File: config.mk
export PLATFORM = sky130hd
export DESIGN_NAME = axi4_stream_fifo
export DESIGN_NICKNAME = d
export VERILOG_FILES = /design/src/rtl/axi4_stream_fifo.sv
export SDC_FILE = /design/constraint.sdc
export NUM_CORES = 1
export LEC_CHECK = 0
export BUFFER_PORTS_ARGS = -buffer_cell sky130_fd_sc_hd__buf_2
export CORE_UTILIZATION = 55
export DETAILED_ROUTE_END_ITERATION = 16
export HOLD_SLACK_MARGIN = 0.15
export PLACE_DENSITY = 0.79
export SLEW_MARGIN = 20
export SYNTH_ARGS = -nofsm -noshare
export SYNTH_HDL_FRONTEND = slang
export SYNTH_SLANG_ARGS = --single-unit
File: constraint.sdc
create_clock -name ACLK -period 3.15 [get_ports ACLK]
set_clock_uncertainty 0.2 [all_clocks]
set_input_delay 0.315 -clock ACLK [delete_from_list [all_inputs] [get_ports ACLK]]
set_output_delay 0.315 -clock ACLK [all_outputs]
set_load 0.005 [all_outputs]
File: src/rtl/axi4_stream_fifo.sv
// AXI4-Stream FIFO with fill level, stored-packet count and an optional
// store-and-forward mode that holds output until a whole packet is buffered.
module axi4_stream_fifo #(
  parameter int DW       = 8,
  parameter int DEPTH    = 16,
  parameter int PKT_MODE = 0
) (
  input  logic                       ACLK,
  input  logic                       ARESETn,
  input  logic                       s_tvalid,
  output logic                       s_tready,
  input  logic [DW-1:0]              s_tdata,
  input  logic                       s_tkeep,
  input  logic                       s_tlast,
  output logic                       m_tvalid,
  input  logic                       m_tready,
  output logic [DW-1:0]              m_tdata,
  output logic                       m_tkeep,
  output logic                       m_tlast,
  output logic [$clog2(DEPTH):0]     level,
  output logic [$clog2(DEPTH):0]     pkt_cnt
);

  localparam int AW = $clog2(DEPTH);
  localparam int LW = AW + 1;

  logic [DW+1:0] mem_r [DEPTH];
  logic [AW:0]   wr_ptr_r;
  logic [AW:0]   rd_ptr_r;
  logic [LW-1:0] level_r;
  logic [LW-1:0] pkt_cnt_r;
  logic          draining_r;

  logic          full_s;
  logic          empty_s;
  logic          valid_s;
  logic          push_s;
  logic          pop_s;
  logic          push_last_s;
  logic          pop_last_s;
  logic [DW+1:0] head_s;

  // Status, handshakes and head-of-queue decode from the registered pointers.
  always_comb begin
    full_s  = (wr_ptr_r[AW-1:0] == rd_ptr_r[AW-1:0]) && (wr_ptr_r[AW] != rd_ptr_r[AW]);
    empty_s = (wr_ptr_r == rd_ptr_r);
    if (PKT_MODE != 0) begin
      // A full FIFO with no complete packet cuts through to avoid deadlock.
      valid_s = !empty_s && ((pkt_cnt_r != {LW{1'b0}}) || full_s || draining_r);
    end else begin
      valid_s = !empty_s;
    end
    head_s      = mem_r[rd_ptr_r[AW-1:0]];
    push_s      = s_tvalid && !full_s;
    pop_s       = valid_s && m_tready;
    push_last_s = push_s && s_tlast;
    pop_last_s  = pop_s && head_s[DW];
  end

  assign s_tready = !full_s || !ARESETn;
  assign m_tvalid = valid_s;
  assign m_tdata  = head_s[DW-1:0];
  assign m_tlast  = head_s[DW];
  assign m_tkeep  = head_s[DW+1];
  assign level    = level_r;
  assign pkt_cnt  = pkt_cnt_r;

  // Beat storage; contents need no reset since the pointers qualify them.
  always_ff @(posedge ACLK) begin
    if (push_s) begin
      mem_r[wr_ptr_r[AW-1:0]] <= {s_tkeep, s_tlast, s_tdata};
    end
  end

  // Pointers, level, packet count and cut-through flag.
  always_ff @(posedge ACLK) begin
    if (!ARESETn) begin
      wr_ptr_r   <= {(AW+1){1'b0}};
      rd_ptr_r   <= {(AW+1){1'b0}};
      level_r    <= {LW{1'b0}};
      pkt_cnt_r  <= {LW{1'b0}};
      draining_r <= 1'b0;
    end else begin
      if (push_s) begin
        wr_ptr_r <= wr_ptr_r + {{AW{1'b0}}, 1'b1};
      end
      if (pop_s) begin
        rd_ptr_r <= rd_ptr_r + {{AW{1'b0}}, 1'b1};
      end
      case ({push_s, pop_s})
        2'b10:   level_r <= level_r + {{(LW-1){1'b0}}, 1'b1};
        2'b01:   level_r <= level_r - {{(LW-1){1'b0}}, 1'b1};
        default: level_r <= level_r;
      endcase
      pkt_cnt_r <= pkt_cnt_r + {{(LW-1){1'b0}}, push_last_s} - {{(LW-1){1'b0}}, pop_last_s};
      if (pop_last_s) begin
        draining_r <= 1'b0;
      end else if (full_s && (pkt_cnt_r == {LW{1'b0}})) begin
        draining_r <= 1'b1;
      end else begin
        draining_r <= draining_r;
      end
    end
  end

endmodule

==> impl_metrics.json, run 1 <==
{
  "status": "finished clean",
  "grt_pass1_vias": 4040,
  "cp.required_ns": 3.26,
  "powerDensity_nw_per_um2": 649,
  "cts.path.max_buffers": 2,
  "slew_viol_final": 0,
  "synth_xor_area_share_pct": 1.49,
  "synthCells": 398,
  "synth_ff_type": "edfxtp_1",
  "hold_path_end": "wr_ptr_r[4]",
  "gp_congestion": 0.808,
  "fin_area_um2": 8870,
  "wl_mm": 15.3,
  "design.die.area_um2": 14300,
  "slew_headroom_pct": 53.5,
  "rsz0062_at_grt": "true",
  "async_flop_share_pct": 0,
  "hold_path_class": "primary input to flip-flop",
  "reg2regPathDepth": 12,
  "rows": 42,
  "synth_compound_area_share_pct": 2.07,
  "ant_nets": 0,
  "cts_buffers": 17,
  "cts_max_level": 4,
  "synthMuxAreaShare_pct": 16.9,
  "cp_max_fo": 5,
  "hold_viol_final": 0,
  "finalNonFillerCells": 667,
  "min_delay_path_depth": 3,
  "dr.first_iter.drc_count": 313,
  "worst_pin_slew_ns": 0.698,
  "ir_drop_uv": 393,
  "fillers": 894,
  "syn_to_final_growth_pct": 16.3,
  "rrSetupSlack_ns": 0.11,
  "cts_tree": "done",
  "seq_area_frac_synth_pct": 69.3,
  "syn_nets": 428,
  "synthAdderAreaFrac_pct": 2.82,
  "die_width_um": 120,
  "synth_cell_types": 33,
  "fmax_ghz": 0.329,
  "syn_avg_cell_area_um2": 19.2,
  "num-nets-final": 508,
  "place_hpwl_mm": 9.27,
  "insertion_delay_ns": 0.42,
  "num_vias": 3968,
  "grt_max_degree": 38,
  "cp.arrival_ns": 3.15,
  "port_buffers": 35,
  "ys_seq_elements": 184,
  "n_antenna_cell": 0,
  "final_common_cell": "edfxtp_1",
  "core-area_um2": 13400,
  "cts.sinks": 184,
  "finalPower_mw": 5.76,
  "wire_per_inst_um": 23.0,
  "finalSetupViolCount": 0,
  "grt_usage_pct": 23.0,
  "yosysWarnings": 0,
  "regToRegEndpoint": "pkt_cnt[4]",
  "via_per_inst": 5.95,
  "start_kind": "flip-flop",
  "io_pins": 36,
  "antenna_found_initial": 0,
  "synth-simple-area-share_pct": 5.15,
  "drt_pass1_iterations": 4,
  "synth-edff-count": 160,
  "holdCritStartpoint": "ARESETn",
  "cellLeakagePower_nw": 3.15,
  "maxCapViolCount": 0,
  "cts_root_buffer": "clkbuf_16",
  "drive_gt1_share_pct": 28.1,
  "end_kind": "flip-flop",
  "placed_area_um2": 8130,
  "overflow": 0,
  "layout_common_cells": "edfxtp_1, mux4_2, buf_2",
  "dp.cells": 621,
  "clk_pin_slew_ns": 0.06,
  "initial_core_util_pct": 56.9,
  "min_period_over_period_pct": 96.4,
  "layout_min_cycle_time_ns": 3.04,
  "path_class": "flip-flop to flip-flop",
  "synth_top_family_by_area": "multiplexers",
  "syn-cell-area_um2": 7620,
  "die_y_um": 120,
  "grt_pass1_wl_mm": 23.1,
  "drc": 0
}
-- repair_timing --
item	4_1_cts	5_1_grt
endpoints found under the setup margin	9	1
hold buffers	12	0
pin swaps	0	5
gates resized for setup	3	4
setup buffers	0	2
hold endpoints to repair	165	0
-- logic make-up (layout without fill, tap and decap cells) --
logic type                 after synthesis  after routing
xor gates and xnor gates                13             13
muxes                                   63             63
AOI/OAI and AO/OA                       22             22
DFF                                    184            184
and+or+nand+nor                         69             69
buffers and inverters                   31            124
adders and majority gates               16             16
-- flip-flops by register name, indices dropped and copies added, names as in the netlist, named ones only --
signal and flops:
mem_r 160, level 5, pkt_cnt 5, rd_ptr_r 5, wr_ptr_r 5
-- layout make-up --
class	instances	area [um2]	share of cell area [%]
clock buffers	21	440	4.97
well taps	176	220	2.48
inverters	12	45.0	0.508
clock inverters	11	130	1.47
multi-input cells	183	2190	24.7
flip-flops and latches	184	5290	59.6
repair buffers	80	556	6.26
-- critical path, stage by stage, from the launching register on --
cell and delay, ns:
dfxtp_4 0.39, mux4_2 0.50, mux2i_1 0.15, mux2i_1 0.11, and2_1 0.17, ha_1 0.28, inv_2 0.04, ha_4 0.16
fa_2 0.39, a21o_1 0.18, a21oi_2 0.14, xnor2_1 0.07, and2_1 0.16
-- power breakdown --
group	total (mW)	internal, mW	switching (mW)
logic	0.896	0.482	0.414
registers	2.78	2.73	0.0572
clock network	2.08	1.23	0.843
total	5.76	4.44	1.31
-- metrics by stage --
stage | hold slack [ns] | TNS (ns) | util (%) | setup WS (ns)
final | 0.241 | 0 | 66.2 | 0.115
after global routing | 0.263 | -0.0491 | 66.2 | -0.0491
after global placement | 0.254 | 0 | 60.7 | 0.0906
after CTS | 0.218 | 0 | 65.9 | 0.0296
after detailed placement | 0.282 | 0 | 60.7 | 0.0207
after floorplan | 0.214 | 0 | - | 0.0129
-- worst max-delay path by stage --
stage	startpoint	to
after floorplan	flip-flop	pkt_cnt[4]
after detailed placement	flip-flop	pkt_cnt[4]
after global routing	flip-flop	pkt_cnt[4]
final	flip-flop	pkt_cnt[4]
after global placement	flip-flop	pkt_cnt[4]
after CTS	flip-flop	pkt_cnt[4]
-- synth_stat cells, types with 5 or more instances --
library cell	number	area, um2
edfxtp_1	160	4800
mux4_2	37	833
dfxtp_1	24	480
and3_1	15	93.8
nand2_1	15	56.3
ha_1	14	175
mux2i_1	14	140
inv_1	12	45.0
mux4_1	12	315
nand3_1	11	55.1
and2_1	9	56.3
xor2_1	7	61.3
a21oi_1	6	30.0
clkbuf_1	6	22.5
xnor2_1	6	52.6
nand2b_1	5	31.3
nand4_1	5	31.3
-- routing by layer --
layer  part of all wire (%)  track usage, %  up-vias  wire length, um
met2                     51            37.4      126             7740
met4                    2.8            10.4        0              434
met3                    5.6            5.28       36              858
li1                       -               -     1762                -
met5                      0               0        -                0
met1                     41            29.7     2044             6280
No activity file was read; power rests on OpenSTA's default activity.
==> run 2: changes to the inputs <==
- CORE_UTILIZATION: 55 -> 42
- PLACE_DENSITY: 0.79 -> unset
- PLACE_DENSITY_LB_ADDON: unset -> 0.3
==> run 2 against run 1 <==
Effect of this change: setup slack lost 0.0041 ns; hold slack lost 0.020 ns; sequential power is essentially flat; largest power group unchanged.
==> impl_metrics.json, run 2 (synthesis results as in run 1) <==
{
  "cellLeakagePower_nw": 3.15,
  "overflow": 0,
  "cp_max_fo": 36,
  "dp.cells": 671,
  "cts_buffers": 17,
  "layout_common_cells": "edfxtp_1, mux4_2, buf_2",
  "cts.path.max_buffers": 2,
  "holdCritStartpoint": "ARESETn",
  "hold_path_class": "primary input to flip-flop",
  "grt_usage_pct": 17.4,
  "combPwrFrac_pct": 15.3,
  "n_antenna_cell": 0,
  "min_period_over_period_pct": 96.5,
  "status": "finished clean",
  "ant_nets": 0,
  "gp_congestion": 0.747,
  "largest_reg_flops": 160,
  "via_per_inst": 5.39,
  "drive_gt1_share_pct": 28.2,
  "grt_max_degree": 38,
  "path_class": "flip-flop to output pin",
  "cts_max_level": 4,
  "crit_family": "multiplexers",
  "initial_core_util_pct": 43.5,
  "num_vias": 3849,
  "fillers": 1410,
  "slew_viol_final": 0,
  "maxCapViolCount": 0,
  "wire_per_inst_um": 20.8,
  "core-area_um2": 17500,
  "finalSetupViolCount": 0,
  "cts_root_buffer": "clkbuf_16",
  "antenna_found_initial": 0,
  "cp.arrival_ns": 2.52,
  "dp_slack_ns": 0.0118,
  "rsz0062_at_grt": "true",
  "wl_mm": 14.8,
  "worstPathCellList": "buf_4, buf_12, mux4_1, mux4_2, buf_2",
  "finalNonFillerCells": 714,
  "layout_min_cycle_time_ns": 3.04,
  "port_buffers": 35,
  "place_hpwl_mm": 8.97,
  "fmax_ghz": 0.329,
  "fin_util_pct": 51.0,
  "worst_path_largest_cell_delay_ns": 0.62,
  "clk_pin_slew_ns": 0.06,
  "insertion_delay_ns": 0.43,
  "fin_tns_setup_ns": 0,
  "worst_pin_slew_ns": 0.571,
  "drt_pass1_iterations": 4,
  "ir_drop_uv": 419,
  "p_sw_mw": 1.30,
  "start_kind": "flip-flop",
  "final_common_cell": "edfxtp_1",
  "io_pins": 36,
  "p_seq_share_pct": 47.9,
  "die_y_um": 137,
  "placed_area_um2": 8200,
  "dr.first_iter.drc_count": 179,
  "design.die.area_um2": 18700,
  "crit_buf_inv": 3,
  "switching_share_pct": 22.4,
  "num-nets-final": 508,
  "cts.sinks": 184,
  "pwr-share-clk_pct": 36.8,
  "powerDensity_nw_per_um2": 649,
  "internal_power_mw": 4.51,
  "cts_tree": "done",
  "die_width_um": 137,
  "syn_to_final_growth_pct": 17.4,
  "hold_viol_final": 0,
  "drc": 0,
  "grt_pass1_wl_mm": 22.5,
  "cp.required_ns": 2.63,
  "slew_headroom_pct": 61.9,
  "grt_pass1_vias": 3942,
  "end_kind": "output pin",
  "worst_slack_ns": 0.110,
  "rows": 48,
  "crit_path_top_delay_cell": "mux4_1",
  "fin_area_um2": 8950
}
==> run 2: cell types whose count changed in the layout (fill, tap and decap cells not counted), sizes merged <==
cell,previous run,this run
clkbuf,21,19
clkinv,8,4
bufinv,3,4
clkinvlp,0,3
==> run 2: what timing repair did <==
item                                    CTS  global route
pin swaps                                 0             5
hold endpoints to repair                166             0
endpoints found under the setup margin   10             1
setup buffers                             0             1
gates cloned                              0             0
hold buffers                             12             0
resized for setup                         3             4
==> run 2: cell type report <==
cell class | instances | area (um2) | share of cell area, %
flip-flops and latches | 184 | 5290 | 59.1
repair buffers | 80 | 556 | 6.21
clock inverters | 11 | 156 | 1.75
clock buffers | 19 | 433 | 4.84
well taps | 225 | 282 | 3.15
inverters | 12 | 45.0 | 0.503
multi-input cells | 183 | 2190 | 24.4
==> run 2: power by group through the flow <==
| stage | Sequential [mW] | Combinational, mW | Clock [mW] |
|---|---|---|---|
| global route | 2.79 | 0.980 | 2.27 |
| detailed placement | 2.83 | 0.868 | 0 |
| CTS | 2.78 | 0.889 | 2.18 |
| floorplan | 2.82 | 0.669 | 0 |
| global placement | 2.83 | 0.848 | 0 |
| finish | 2.78 | 0.891 | 2.14 |
==> run 2: worst paths after layout <==
| check | endpoint | slack [ns] | cells after the start |
|---|---|---|---|
| min | wr_ptr_r[0] | 0.22 | 3 |
| min reg2reg | level[4] | 0.29 | 2 |
| max | m_tkeep | 0.11 | 5 |
| max reg2reg | pkt_cnt[4] | 0.13 | 12 |
==> run 2: routing by layer <==
layer | global-route usage (%) | routed length [um] | vias to the layer above | part of all wire, %
met4 | 6.79 | 227 | 0 | 1.5
met1 | 22.6 | 6610 | 1988 | 45
met2 | 28.2 | 7470 | 81 | 50
met5 | 0 | 0 | - | 0
met3 | 4.22 | 534 | 20 | 3.6
li1 | - | - | 1760 | -
==> run 2: per-stage QoR <==
| stage | hold slack (ns) | power, mW |
|---|---|---|
| 4_1_cts | 0.217 | 5.85 |
| 5_1_grt | 0.255 | 6.04 |
| 2_1_floorplan | 0.214 | 3.49 |
| 3_5_place_dp | 0.275 | 3.70 |
| 6_report | 0.221 | 5.81 |
| 3_3_place_gp | 0.253 | 3.68 |
==> run 2: worst register-to-register path: stages, from the launching register on <==
cell and delay, ns:
dfxtp_4 0.39, mux4_2 0.51, mux2i_1 0.16, mux2i_1 0.11, and2_1 0.15, ha_1 0.29, inv_2 0.04, ha_4 0.15
fa_2 0.36, a21o_1 0.17, a21oi_2 0.13, xnor2_1 0.07, and2_1 0.17
